## config.mk

```make
export PLATFORM = sky130hd
export DESIGN_NAME = pc_sequencer_flat
export DESIGN_NICKNAME = d
export VERILOG_FILES = /design/src/rtl/cpu_pkg.sv /design/src/rtl/pc_sequencer_if.sv /design/src/rtl/pc_sequencer_redirect_arb.sv /design/src/rtl/pc_sequencer.sv /design/src/flat_wrapper.sv
export SDC_FILE = /design/constraint.sdc
export NUM_CORES = 1
export LEC_CHECK = 0
export CAP_MARGIN = 25
export CORE_ASPECT_RATIO = 1.75
export CORE_MARGIN = 2
export CORE_UTILIZATION = 46
export DETAILED_ROUTE_END_ITERATION = 6
export GPL_TIMING_DRIVEN = 1
export PLACE_DENSITY = 0.79
export SETUP_SLACK_MARGIN = 0.2
export SYNTH_ARGS = -nofsm -noshare
export SYNTH_HDL_FRONTEND = slang
export SYNTH_SLANG_ARGS = --single-unit
```

## constraint.sdc

```tcl
create_clock -name clk -period 6 [get_ports clk]
set_input_delay 1.2 -clock clk [delete_from_list [all_inputs] [get_ports clk]]
set_output_delay 1.2 -clock clk [all_outputs]
set_load 0.01 [all_outputs]
```

## src/rtl/cpu_pkg.sv

```systemverilog
// Shared fetch-stage definitions: machine width, default vectors and the
// sequencer state encoding.
package cpu_pkg;

  localparam int XLEN = 32;

  localparam logic [XLEN-1:0] DEF_RESET_VECTOR = 32'h0000_0000;
  localparam logic [XLEN-1:0] DEF_EXC_VECTOR   = 32'h0000_0080;
  localparam logic [XLEN-1:0] DEF_PC_STEP      = 32'd4;

  typedef enum logic [1:0] {
    S_BOOT  = 2'd0,
    S_FETCH = 2'd1,
    S_ISSUE = 2'd2
  } seq_state_t;

endpackage

```

## src/rtl/pc_sequencer_if.sv

```systemverilog
// Fetch-side bundle: instruction-memory req/ack channel plus the
// valid/stall channel towards decode. The master is the sequencer.
interface pc_sequencer_if;
  import cpu_pkg::*;

  logic            imem_req;
  logic [XLEN-1:0] imem_addr;
  logic            imem_ack;
  logic [XLEN-1:0] imem_rdata;
  logic            instr_valid;
  logic [XLEN-1:0] instr;
  logic [XLEN-1:0] instr_pc;
  logic            stall;

  modport master (
    output imem_req,
    output imem_addr,
    input  imem_ack,
    input  imem_rdata,
    output instr_valid,
    output instr,
    output instr_pc,
    input  stall
  );

  modport slave (
    input  imem_req,
    input  imem_addr,
    output imem_ack,
    output imem_rdata,
    input  instr_valid,
    input  instr,
    input  instr_pc,
    output stall
  );

endinterface

```

## src/rtl/pc_sequencer_redirect_arb.sv

```systemverilog
// Redirect arbiter: picks exception over branch and turns a misaligned
// branch target into an exception to EXC_VECTOR. Purely combinational.
module redirect_arb
  import cpu_pkg::*;
#(
  parameter logic [XLEN-1:0] EXC_VECTOR = DEF_EXC_VECTOR
) (
  input  logic            exc_req,
  input  logic            branch_taken,
  input  logic [XLEN-1:0] branch_target,
  output logic            redir_valid,
  output logic            redir_exc,
  output logic [XLEN-1:0] redir_target,
  output logic            fault
);

  logic misaligned;

  assign misaligned = (branch_target[1:0] != 2'b00);

  // Priority select; an explicit exception suppresses the branch entirely,
  // so a misaligned target only faults when the branch actually wins.
  always_comb begin
    redir_valid  = 1'b0;
    redir_exc    = 1'b0;
    redir_target = '0;
    fault        = 1'b0;
    if (exc_req) begin
      redir_valid  = 1'b1;
      redir_exc    = 1'b1;
      redir_target = EXC_VECTOR;
    end else if (branch_taken) begin
      redir_valid = 1'b1;
      if (misaligned) begin
        redir_exc    = 1'b1;
        redir_target = EXC_VECTOR;
        fault        = 1'b1;
      end else begin
        redir_target = branch_target;
      end
    end
  end

endmodule

```

## src/rtl/pc_sequencer.sv

```systemverilog
// Fetch-stage PC sequencer: owns the shadow PC, mirrors every update to the
// external PC register, runs the imem req/ack handshake and hands fetched
// words to decode. Redirects during an outstanding fetch squash its data.
module pc_sequencer
  import cpu_pkg::*;
#(
  parameter logic [XLEN-1:0] RESET_VECTOR = DEF_RESET_VECTOR,
  parameter logic [XLEN-1:0] EXC_VECTOR   = DEF_EXC_VECTOR,
  parameter logic [XLEN-1:0] PC_STEP      = DEF_PC_STEP
) (
  input  logic            clk,
  input  logic            reset_n,
  pc_sequencer_if.master  bus,
  output logic [XLEN-1:0] pc_d,
  output logic            pc_we,
  input  logic            branch_taken,
  input  logic [XLEN-1:0] branch_target,
  input  logic            exc_req,
  output logic            fault
);

  seq_state_t      state_reg;
  logic [XLEN-1:0] pc_shadow_reg;
  logic [XLEN-1:0] pc_d_reg;
  logic            pc_we_reg;
  logic            imem_req_reg;
  logic            instr_valid_reg;
  logic [XLEN-1:0] instr_reg;
  logic [XLEN-1:0] instr_pc_reg;
  logic            fault_reg;
  logic            kill_reg;
  logic            pend_exc_reg;
  logic [XLEN-1:0] pend_target_reg;

  logic            redir_valid;
  logic            redir_exc;
  logic [XLEN-1:0] redir_target;
  logic            arb_fault;

  logic            take_new;
  logic [XLEN-1:0] merged_target;
  logic            merged_exc;

  redirect_arb #(
    .EXC_VECTOR (EXC_VECTOR)
  ) u_arb (
    .exc_req       (exc_req),
    .branch_taken  (branch_taken),
    .branch_target (branch_target),
    .redir_valid   (redir_valid),
    .redir_exc     (redir_exc),
    .redir_target  (redir_target),
    .fault         (arb_fault)
  );

  // Combine a new redirect with one already pending on the current fetch:
  // a pending exception is only displaced by another exception.
  always_comb begin
    take_new      = redir_valid && (redir_exc || !(kill_reg && pend_exc_reg));
    merged_target = take_new ? redir_target : pend_target_reg;
    merged_exc    = take_new ? redir_exc : pend_exc_reg;
  end

  assign bus.imem_req    = imem_req_reg;
  assign bus.imem_addr   = pc_shadow_reg;
  assign bus.instr_valid = instr_valid_reg;
  assign bus.instr       = instr_reg;
  assign bus.instr_pc    = instr_pc_reg;
  assign pc_d            = pc_d_reg;
  assign pc_we           = pc_we_reg;
  assign fault           = fault_reg;

  // Sequencer FSM with all outputs registered; pc_we and fault are pulses.
  always_ff @(posedge clk) begin
    if (!reset_n) begin
      state_reg       <= S_BOOT;
      pc_shadow_reg   <= RESET_VECTOR;
      pc_d_reg        <= '0;
      pc_we_reg       <= 1'b0;
      imem_req_reg    <= 1'b0;
      instr_valid_reg <= 1'b0;
      instr_reg       <= '0;
      instr_pc_reg    <= '0;
      fault_reg       <= 1'b0;
      kill_reg        <= 1'b0;
      pend_exc_reg    <= 1'b0;
      pend_target_reg <= '0;
    end else begin
      pc_we_reg <= 1'b0;
      fault_reg <= 1'b0;
      if (state_reg != S_BOOT) begin
        fault_reg <= arb_fault;
      end

      case (state_reg)
        S_BOOT: begin
          pc_shadow_reg <= RESET_VECTOR;
          pc_d_reg      <= RESET_VECTOR;
          pc_we_reg     <= 1'b1;
          imem_req_reg  <= 1'b1;
          state_reg     <= S_FETCH;
        end

        S_FETCH: begin
          if (imem_req_reg) begin
            if (bus.imem_ack) begin
              imem_req_reg <= 1'b0;
              if (kill_reg || redir_valid) begin
                // Squashed response: restart at the redirect target after
                // a one-cycle request gap.
                pc_shadow_reg <= merged_target;
                pc_d_reg      <= merged_target;
                pc_we_reg     <= 1'b1;
                kill_reg      <= 1'b0;
                pend_exc_reg  <= 1'b0;
              end else begin
                instr_reg       <= bus.imem_rdata;
                instr_pc_reg    <= pc_shadow_reg;
                instr_valid_reg <= 1'b1;
                state_reg       <= S_ISSUE;
              end
            end else if (redir_valid) begin
              // Address must stay stable until ack, so just remember it.
              kill_reg        <= 1'b1;
              pend_target_reg <= merged_target;
              pend_exc_reg    <= merged_exc;
            end
          end else begin
            // Gap cycle after a squash: nothing outstanding, redirect now.
            imem_req_reg <= 1'b1;
            if (redir_valid) begin
              pc_shadow_reg <= redir_target;
              pc_d_reg      <= redir_target;
              pc_we_reg     <= 1'b1;
            end
          end
        end

        S_ISSUE: begin
          if (redir_valid) begin
            pc_shadow_reg   <= redir_target;
            pc_d_reg        <= redir_target;
            pc_we_reg       <= 1'b1;
            instr_valid_reg <= 1'b0;
            imem_req_reg    <= 1'b1;
            state_reg       <= S_FETCH;
          end else if (!bus.stall) begin
            pc_shadow_reg   <= pc_shadow_reg + PC_STEP;
            pc_d_reg        <= pc_shadow_reg + PC_STEP;
            pc_we_reg       <= 1'b1;
            instr_valid_reg <= 1'b0;
            imem_req_reg    <= 1'b1;
            state_reg       <= S_FETCH;
          end
        end

        default: begin
          state_reg <= S_BOOT;
        end
      endcase
    end
  end

endmodule

```

## src/flat_wrapper.sv

```systemverilog
// flat-port wrapper written by rule: the top's interface ports become plain ports
module pc_sequencer_flat import cpu_pkg::*;
#(
  parameter logic [XLEN-1:0] RESET_VECTOR = DEF_RESET_VECTOR,
  parameter logic [XLEN-1:0] EXC_VECTOR   = DEF_EXC_VECTOR,
  parameter logic [XLEN-1:0] PC_STEP      = DEF_PC_STEP
)
  (clk, reset_n, pc_d, pc_we, branch_taken, branch_target, exc_req, fault, bus_imem_req, bus_imem_addr, bus_imem_ack, bus_imem_rdata, bus_instr_valid, bus_instr, bus_instr_pc, bus_stall);
  pc_sequencer_if bus_i ();
  input  logic clk;
  input  logic reset_n;
  output logic [XLEN-1:0] pc_d;
  output logic pc_we;
  input  logic branch_taken;
  input  logic [XLEN-1:0] branch_target;
  input  logic exc_req;
  output logic fault;
  output wire logic [$bits(bus_i.imem_req)-1:0] bus_imem_req;
  output wire logic [$bits(bus_i.imem_addr)-1:0] bus_imem_addr;
  input wire logic [$bits(bus_i.imem_ack)-1:0] bus_imem_ack;
  input wire logic [$bits(bus_i.imem_rdata)-1:0] bus_imem_rdata;
  output wire logic [$bits(bus_i.instr_valid)-1:0] bus_instr_valid;
  output wire logic [$bits(bus_i.instr)-1:0] bus_instr;
  output wire logic [$bits(bus_i.instr_pc)-1:0] bus_instr_pc;
  input wire logic [$bits(bus_i.stall)-1:0] bus_stall;
  assign bus_imem_req = bus_i.imem_req;
  assign bus_imem_addr = bus_i.imem_addr;
  assign bus_i.imem_ack = bus_imem_ack;
  assign bus_i.imem_rdata = bus_imem_rdata;
  assign bus_instr_valid = bus_i.instr_valid;
  assign bus_instr = bus_i.instr;
  assign bus_instr_pc = bus_i.instr_pc;
  assign bus_i.stall = bus_stall;
  pc_sequencer #(.RESET_VECTOR(RESET_VECTOR), .EXC_VECTOR(EXC_VECTOR), .PC_STEP(PC_STEP)) u_core (.clk(clk), .reset_n(reset_n), .bus(bus_i), .pc_d(pc_d), .pc_we(pc_we), .branch_taken(branch_taken), .branch_target(branch_target), .exc_req(exc_req), .fault(fault));
endmodule
```

==> results of run 1 <==
## stage by stage
stage          instances  cell area, um^2
4_1_cts             1188             9200
3_3_place_gp        1153             8470
2_1_floorplan        859             6650
6_report            1188             9200
5_1_grt             1188             9200
3_5_place_dp        1156             8540
## worst min path at each step
stage / slack (ns) / depth (start not counted) / to
6_report: 0.45 / 2 / u_core.bus.instr[7]
5_1_grt: 0.47 / 2 / u_core.bus.instr[7]
4_1_cts: 0.45 / 2 / u_core.pend_target_reg[10]
3_5_place_dp: 0.45 / 2 / u_core.pend_target_reg[10]
3_3_place_gp: 0.44 / 2 / u_core.bus.instr[7]
2_1_floorplan: 0.43 / 2 / u_core.pend_target_reg[10]
## power breakdown
part	internal, W	switching, W	total [W]
Combinational	0.000179	0.000346	0.000526
Clock	0.000754	0.000423	0.00118
Sequential	0.000930	0.0000308	0.000960
Total	0.00186	0.000800	0.00266
## area by class of cell
cell class              instances  area [um^2]
repair buffers                211         2130
multi-input cells             618         3420
fillers                      1257         5020
well taps                     180          225
clock inverters                13          215
clock buffers                  19          443
flip-flops and latches        136         2720
inverters                      11         42.5
## critical path: cells and delay by family
family          cells  cell delay (ns)
buf+inv             1             0.71
compound gates      4             1.51
simple gates        1             0.89
## routing by layer
metal	wire length (um)	GRT usage [%]	share of wire [%]	vias to the layer above
li1	-	-	-	3294
met1	8200	32.0	37	3249
met2	11100	48.0	49	427
met3	1880	6.87	8.4	94
met4	1270	16.6	5.7	0
met5	0	0	0	-
## logic make-up after synthesis
group	count (synthesis)	share of synthesized area [%]
XOR/XNOR	6	0.790
AO/OA/AOI/OAI	239	23.0
adder cells (fa/ha/maj)	6	1.13
AND/OR/NAND/NOR	366	25.9
buffers and inverters	105	8.09
multiplexers	1	0.169
flip-flops	136	40.9
## placed cells by master, fill, tap and decap left out, types with 3 or more instances in the layout
master	instances
clkbuf_16	17
o2bb2ai_1	12
a311oi_1	7
nor2_1	29
bufinv_16	5
inv_6	4
a21o_1	3
inv_1	10
nand2b_1	4
a211oi_1	5
nor3_1	15
a32oi_1	10
o211a_1	4
nand4_1	10
a22o_1	10
nand3_1	35
nand2_1	206
o221ai_1	3
dfxtp_1	136
buf_4	7
or3_1	7
o21ai_0	28
o21ai_1	3
a221oi_1	4
xnor2_1	3
ha_1	6
nor4_1	14
xor2_1	3
a222oi_1	3
a31oi_1	6
and2_1	14
o21a_1	3
a22oi_1	4
a21oi_1	116
or4_1	3
and3_1	8
clkdlybuf4s50_1	201
==> metrics, run 1 <==
startpoint types primary input; critical path data required time 6.35 ns; crit path capture u_core.pc_d[4]; Synth top area share 40.9%; core area 14200 um^2; Final WS setup 2.02 ns; run status complete, no violations; register area share after synthesis 40.9%; post-synth design cell area 6650 um^2; Max Buffers Root-to-Sink 2; RSZ-0062 raised after global routing no; Max Transition Viols Final 0; Post CTS Setup Buffer Count 0; final hold slack 0.452 ns; post-synth top area cell dfxtp_1; post-cts resize count 0; Root Buffer Master clkbuf_16; Die Y 163 um; Area Growth Syn to Fin 38.3%; Setup crit start branch_taken; number of global-route vias before repair 6468; pwr dens 290 nW/um^2; CP Data Arrival Time 4.33 ns; CP max stage delay 0.89 ns; layout net count 1071; Pwr Total 0.00266 W; worst r2r path cells 7; number of library cell types mapped by synthesis 67; share of cells above drive strength 1 5.65%; FF+latch count, synth 136; Inserted Clock Buffers 17; Top-Level Pins 202; FF-to-FF setup slack 2.73 ns; DR WL/cell 18.9 um; final setup TNS 0 ns; worst flop-to-flop path endpoint u_core.pc_d[4]; GPL Wtd Cong 0.951; CTS tree yes; Post-synth ARST share 0%; final period utilization 66.4%; HP Class reg -> reg; hold_buf cts 0; gr usage total 28.4%; slowest library cell on the worst path nor3b_2; Synth Flop Type dfxtp_1; syn nets 935; Final min period 3.98 ns; largest cells by area after synthesis dfxtp_1 41%, nand2_1 12%, a21oi_1 8.7%; violation count after the first detailed-route iteration 693; worst hold start u_core.bus.instr[7]; Post-Syn Area per Cell 7.74 um^2; Detailed Place HPWL 15.6 mm; Starting Density 46.8%; Crit Path Class in -> reg; worst slew pin tran 1.10 ns; initial antenna violation count 0; Clock Latency Late Sink 0.43 ns; most numerous cell in the Yosys netlist nand2_1; via/cell ratio 5.95; Synth top cells by count 206 x nand2_1, 136 x dfxtp_1, 116 x a21oi_1; worst r2r src u_core.state_reg[0]; CTS H-tree lvls 4; Die X 94.9 um; DRC 0; # setup viols final 0; gate count of the mapped netlist 859; Final ANT Viol Nets 0; critical path peak fanout 16; global route overflow 0; number of clock sinks 136; DR pass1 iterations 6; antenna diode count 0; worst rel slew slack 26.2%; crit path capture type register; Worst VDD drop 0.252 mV; die area 15500 um^2; Port Buffers 201; Max Fclk 251 MHz; CTS clk-pin slew, worst paths 0.06 ns; Ys Warns 0; Setup WS pre-CTS 1.67 ns; CP cell instances clkdlybuf4s50_1 > nor3b_2 > a21oi_1 > a21oi_1 > a22oi_1 > o21ai_0; Routed WL 22.4 mm; via count 7064; Most common cell on crit path a21oi_1; Final Util 64.7%; Pleak 3.09 nW; final count of hold timing violations 0; largest net degree at the start of global routing 90; global-route wire length before repair 33.9 mm; row count 58; Clock Skews 0.00840 ns; number of synthesized flops with an enable pin 0; total of max-cap violations 0
No activity file was read; power rests on OpenSTA's default activity.
==> inputs of run 2 (changes only) <==
--- a/config.mk
+++ b/config.mk
@@ -8,10 +8,10 @@
 export CAP_MARGIN = 25
 export CORE_ASPECT_RATIO = 1.75
 export CORE_MARGIN = 2
-export CORE_UTILIZATION = 46
+export CORE_UTILIZATION = 43
 export DETAILED_ROUTE_END_ITERATION = 6
 export GPL_TIMING_DRIVEN = 1
-export PLACE_DENSITY = 0.79
+export PLACE_DENSITY = 0.77
 export SETUP_SLACK_MARGIN = 0.2
 export SYNTH_ARGS = -nofsm -noshare
 export SYNTH_HDL_FRONTEND = slang
==> constraint.sdc (replaced) <==
create_clock -name clk -period 3.6 [get_ports clk]
set_input_delay 0.72 -clock clk [delete_from_list [all_inputs] [get_ports clk]]
set_output_delay 0.72 -clock clk [all_outputs]
set_load 0.01 [all_outputs]
==> metrics, run 2 (synthesized netlist as in run 1, its figures left out) <==
run status complete, no violations; die area 16500 um^2; Routed WL 23.2 mm; Max Buffers Root-to-Sink 2; violation count after the first detailed-route iteration 778; gr usage total 27.5%; Area Growth Syn to Fin 40.0%; Final min period 2.85 ns; largest net degree at the start of global routing 65; Crit Path Class reg -> reg; final setup TNS 0 ns; layout net count 1085; pwr dens 477 nW/um^2; # setup viols final 0; final hold slack 0.452 ns; commonest non-fill, non-tap cell in the layout nand2_1; CP Data Arrival Time 3.22 ns; DR WL/cell 19.2 um; total of max-cap violations 0; RSZ-0062 raised after global routing no; Detailed Place HPWL 16.1 mm; critical path data required time 3.97 ns; Clock Skews 0.00836 ns; Pwr Total 0.00444 W; Final WS setup 0.751 ns; Max Transition Viols Final 0; CTS tree yes; startpoint types register; Root Buffer Master clkbuf_16; via count 7140; Inserted Clock Buffers 17; via/cell ratio 5.91; DRC 0; antenna diode count 0; Die X 98.0 um; Max Fclk 351 MHz; hold_buf cts 0; CTS clk-pin slew, worst paths 0.06 ns; Final ANT Viol Nets 0; global-route wire length before repair 36.4 mm; GPL Wtd Cong 0.932; Worst VDD drop 0.400 mV; crit path capture type register; number of clock sinks 136; most frequent cells in the layout 206 x nand2_1, 201 x clkdlybuf4s50_1, 136 x dfxtp_1; worst rel slew slack 37.8%; number of global-route vias before repair 6640; HP Class reg -> reg; initial antenna violation count 0; Die Y 169 um; core area 15200 um^2; Setup WS pre-CTS 0.432 ns; CTS H-tree lvls 4; worst slew pin tran 0.934 ns; DR pass1 iterations 5; Pleak 3.16 nW; critical path peak fanout 15; Starting Density 43.7%; post-cts resize count 0; Clock Latency Late Sink 0.42 ns; Top-Level Pins 202; Post CTS Setup Buffer Count 0; share of cells above drive strength 1 7.05%; final count of hold timing violations 0; row count 60; Port Buffers 201; global route overflow 0; final period utilization 79.1%
## run 2: changes by cell type in the layout (fill, tap and decap cells not counted), sizes merged
cell,before,now
buf,10,24
inv,14,12
clkbuf,19,18
clkinv,4,7
## run 2: critical path, stage by stage, from the launching register on
cell and delay (ns):
dfxtp_1 0.38, inv_1 0.09, ha_1 0.38, and2_1 0.41
a221oi_2 0.47, nand2_1 0.35, o41ai_1 0.50, a221o_1 0.21
## run 2: report_power, final
group / total, W / internal, W / switching (W)
clock: 0.00195 / 0.00125 / 0.000693
combinational: 0.000896 / 0.000313 / 0.000583
sequential: 0.00160 / 0.00155 / 0.0000476
## run 2: worst paths after layout
| path | slack, ns | startpoint | endpoint | cells after the start |
|---|---|---|---|---|
| setup / recovery | 0.75 | u_core.state_reg[1] | u_core.pc_d[26] | 7 |
| hold / removal | 0.45 | u_core.bus.instr_pc[20] | u_core.bus.instr_pc[20] | 2 |
| setup reg to reg | 0.75 | u_core.state_reg[1] | u_core.pc_d[26] | 7 |
| hold reg to reg | 0.45 | u_core.bus.instr_pc[20] | u_core.bus.instr_pc[20] | 2 |
## run 2: through the flow
step | cells | cell area [um^2] | util [%]
floorplan | 859 | 6650 | -
global placement | 1175 | 8640 | 56.7
detailed placement | 1175 | 8640 | 56.7
CTS | 1207 | 9300 | 61.0
global route | 1208 | 9320 | 61.1
finish | 1208 | 9320 | 61.1
## run 2: cell type report
cell class                      count  area (um^2)
Sequential cell                   136         2720
Clock buffer                       18          439
Tap cell                          186          233
Clock inverter                     14          220
Fill cell                        1380         5920
Timing Repair Buffer              225         2250
Inverter                           11         42.5
Multi-Input combinational cell    618         3410
## run 2: per-layer routing
layer	up-vias	wire (um)	global-route usage (%)
met5	-	0	0
met4	0	1080	12.2
met3	84	1880	4.67
met2	405	11700	48.1
met1	3334	8490	32.7
li1	3317	-	-
==> patch 1 (flow settings as in run 2) <==
`XLEN`: 32 -> 16.
--- a/src/rtl/cpu_pkg.sv
+++ b/src/rtl/cpu_pkg.sv
@@ -2,7 +2,7 @@
 // sequencer state encoding.
 package cpu_pkg;
 
-  localparam int XLEN = 32;
+  localparam int XLEN = 16;
 
   localparam logic [XLEN-1:0] DEF_RESET_VECTOR = 32'h0000_0000;
   localparam logic [XLEN-1:0] DEF_EXC_VECTOR   = 32'h0000_0080;
Interface: changed (6 resized); port bits go from 202 to 106. No check against the original RTL was run, so the function may have changed too.
==> patch 1 against run 2 <==
Power fell by 48%. Largest cell class unchanged. Final area fell by 47%. Worst setup slack improved by 0.12 ns. Sequential cell count fell by 64. Critical path depth fell by 1. Sequential share of layout area barely moved. Wire length fell by 56%. Synthesized area fell by 45%.
==> patch 1: results <==
[place]
port_buffers = 105
gp_congestion = 0.982
dpl_cell_area_um2 = 4610

[timing]
relSlewSlack = 0.459

[global_routing]
grt_pass1_vias = 3281
grt_max_degree = 58
grt_usage = 0.229

[cells_and_area]
final_util = 0.597
nClkBuffers = 14
comb.multi_input.count = 322
nNetsFinal = 571
n_all_inverters = 8
buf_share = 0.226
fill_cells = 754
multi_input_area_share = 0.387
regArea_um2 = 1440

[critical_path]
max_stage_delay_ns = 0.66
path_max_fanout = 14

[cts]
worstSkewPairLatency_ns = 0.33
cts_max_level = 3

[power]
power.density_nw_per_um2 = 466
peakVddDrop_uv = 300

[route]
drt_iter0_drc = 227
vias_per_cell = 5.60

[yosys]
ys_seq_area_frac = 0.397
synthAdderAreaFrac = 0.0207
synth_compound_area_frac = 0.249

[status]
status = "complete, no violations"
==> patch 1: final timing paths <==
| kind | cells past startpoint | slack (ns) | end | startpoint |
|---|---|---|---|---|
| max | 6 | 0.87 | u_core.pc_d[7]$_SDFFE_PN0P_ | branch_taken |
| min | 2 | 0.46 | u_core.bus.instr_pc[11]$_SDFFE_PN0P_ | u_core.bus.instr_pc[11]$_SDFFE_PN0P_ |
| max reg2reg | 8 | 1.25 | u_core.pc_d[7]$_SDFFE_PN0P_ | u_core.state_reg[0]$_SDFFE_PN0P_ |
| min reg2reg | 2 | 0.46 | u_core.bus.instr_pc[11]$_SDFFE_PN0P_ | u_core.bus.instr_pc[11]$_SDFFE_PN0P_ |
==> patch 1: layer usage <==
metal | vias to the layer above | GRT usage | wire [µm]
li1 | 1716 | - | -
met1 | 1653 | 0.252 | 3910
met2 | 106 | 0.400 | 5620
met3 | 22 | 0.0475 | 391
met4 | 0 | 0.112 | 272
met5 | - | 0 | 0
==> patch 2 (config.mk and constraints of run 2) <==
Made on the original files. Reset style: asynchronous (`reset_n`), changed in one clocked block.
--- a/src/rtl/pc_sequencer.sv
+++ b/src/rtl/pc_sequencer.sv
@@ -71,7 +71,7 @@
   assign fault           = fault_reg;
 
   // Sequencer FSM with all outputs registered; pc_we and fault are pulses.
-  always_ff @(posedge clk) begin
+  always_ff @(posedge clk or negedge reset_n) begin
     if (!reset_n) begin
       state_reg       <= S_BOOT;
       pc_shadow_reg   <= RESET_VECTOR;
Function: differs if reset_n is asserted again (counterexample within 4 cycles, from zero or initial values and one cycle with reset_n low); with reset_n held inactive, the same outputs for 4 cycles.
==> patch 2 against run 2 <==
Via count is 12% lower. Final cell count is 12% lower. Worst setup slack better by 0.11 ns. Critical path type is now input pin to flop. Synthesized area is 5.4% higher. Non-clock buffer count is 1 higher. Sequential cell count stayed put. Wire length is 10% lower. Die area is 5.2% higher. Final area is 3.4% higher. Hold slack worse by 0.091 ns.
Power is not compared: it rests on default switching activity, and its combinational part moved more than twofold at a synthesized area within 25%.
==> patch 2: results <==
[status]
status = "complete, no violations"

[yosys]
synth_xor_area_frac = 0.00500
synth_cell_type_count = 68
async_flop_share = 1.00
syn_area_per_cell_um2 = 10.2
synthAdderAreaFrac = 0.0107
synth_area_leaders = "dfrtp_1 (49%), mux2_2 (9.8%), nand2_1 (5.0%)"
synth_compound_area_frac = 0.168
ys_seq_area_frac = 0.485
synthTopCellsByCount = "dfrtp_1 (136), nand2_1 (94), o21ai_0 (68)"
synth_fp_nets = 765
synthMuxAreaShare = 0.107

[global_routing]
grt_usage = 0.242
grt_pass1_wl_um = 32900
grt_max_degree = 86
grt_pass1_vias = 6161
antenna_found_initial = 0

[route]
dr.pass1.iters = 6
drt_iter0_drc = 593
wl_per_cell_um = 19.6
routed_wl_um = 20800
vias = 6294

[critical_path]
path_max_fanout = 13
cp.arrival_ns = 3.04
cp_slowest_cell = "clkdlybuf4s50_1"
max_stage_delay_ns = 0.69

[place]
port_buffers = 201
gp_congestion = 0.918
dp_slack_ns = 0.484
placed_cells_incl_taps = 1031
dp_hpwl_um = 15100
dpl_cell_area_um2 = 9080

[cells_and_area]
nNetsFinal = 937
drive_gt1_frac = 0.153
fill_cells = 1339
diodes = 0
final_util = 0.604

[worst_hold_path]
min_path_type = "input pin to asynchronous set/reset pin"

[timing]
skew_ns = 0.00925
relSlewSlack = 0.471
-- patch 2: changes by cell type after synthesis, moves of 7 or more --
cell / run 2 / this run
dfrtp_1: 0 / 136
o21ai_0: 29 / 68
o211ai_1: 2 / 9
mux2_2: 1 / 61
clkbuf_1: 42 / 20
nand3_1: 36 / 13
nand2_1: 206 / 94
and2_1: 14 / 7
a21oi_1: 116 / 20
dfxtp_1: 136 / 0
-- patch 2: power by group --
group          switching, mW  internal, mW  total, mW
Combinational           1.12          1.05       2.17
Sequential             0.267          1.86       2.13
Clock                  0.685         0.952       1.64
Total                   2.07          3.86       5.93
-- patch 2: worst paths after layout --
| check | from | end | slack (ns) | depth (start not counted) |
|---|---|---|---|---|
| max | exc_req | u_core.pc_d[20]$_DFFE_PN0P_ | 0.86 | 6 |
| min | reset_n | u_core.bus.instr_pc[25]$_DFFE_PN0P_ | 0.36 | 1 |
| max reg2reg | u_core.state_reg[1]$_DFFE_PN0P_ | u_core.bus.instr_pc[27]$_DFFE_PN0P_ | 0.90 | 7 |
| min reg2reg | u_core.pend_target_reg[11]$_DFFE_PN0P_ | u_core.pend_target_reg[11]$_DFFE_PN0P_ | 0.47 | 2 |
| max in group asynchronous | reset_n | u_core.bus.instr_pc[8]$_DFFE_PN0P_ | 2.41 | 2 |
| min in group clk | u_core.pend_target_reg[11]$_DFFE_PN0P_ | u_core.pend_target_reg[11]$_DFFE_PN0P_ | 0.47 | 2 |
-- patch 2: layout make-up --
cell class | count | share of cell area
well taps | 189 | 0.0245
repair buffers | 226 | 0.234
inverters | 8 | 0.00312
multi-input cells | 472 | 0.328
flip-flops and latches | 136 | 0.353
clock buffers | 18 | 0.0446
clock inverters | 14 | 0.0129
-- patch 2: critical path, delay by kind of cell --
| family | cells | cell delay (ns) |
|---|---|---|
| AO/OA/AOI/OAI | 3 | 0.92 |
| buffers and inverters | 1 | 0.69 |
| AND/OR/NAND/NOR | 2 | 0.70 |
-- patch 2: logic make-up (layout without fill, tap and decap cells) --
logic type                 after synthesis  count (layout)
AOI/OAI and AO/OA                      179             179
buffers and inverters                   81             266
DFF                                    136             136
muxes                                   67              67
and+or+nand+nor                        216             216
adders and majority gates                6               6
xor gates and xnor gates                 4               4
-- patch 2: per-layer routing --
layer | up-vias | track usage | routed length (µm)
li1 | 2836 | - | -
met1 | 2976 | 0.288 | 7670
met2 | 391 | 0.408 | 10800
met3 | 91 | 0.0432 | 1430
met4 | 0 | 0.127 | 921
met5 | - | 0 | 0
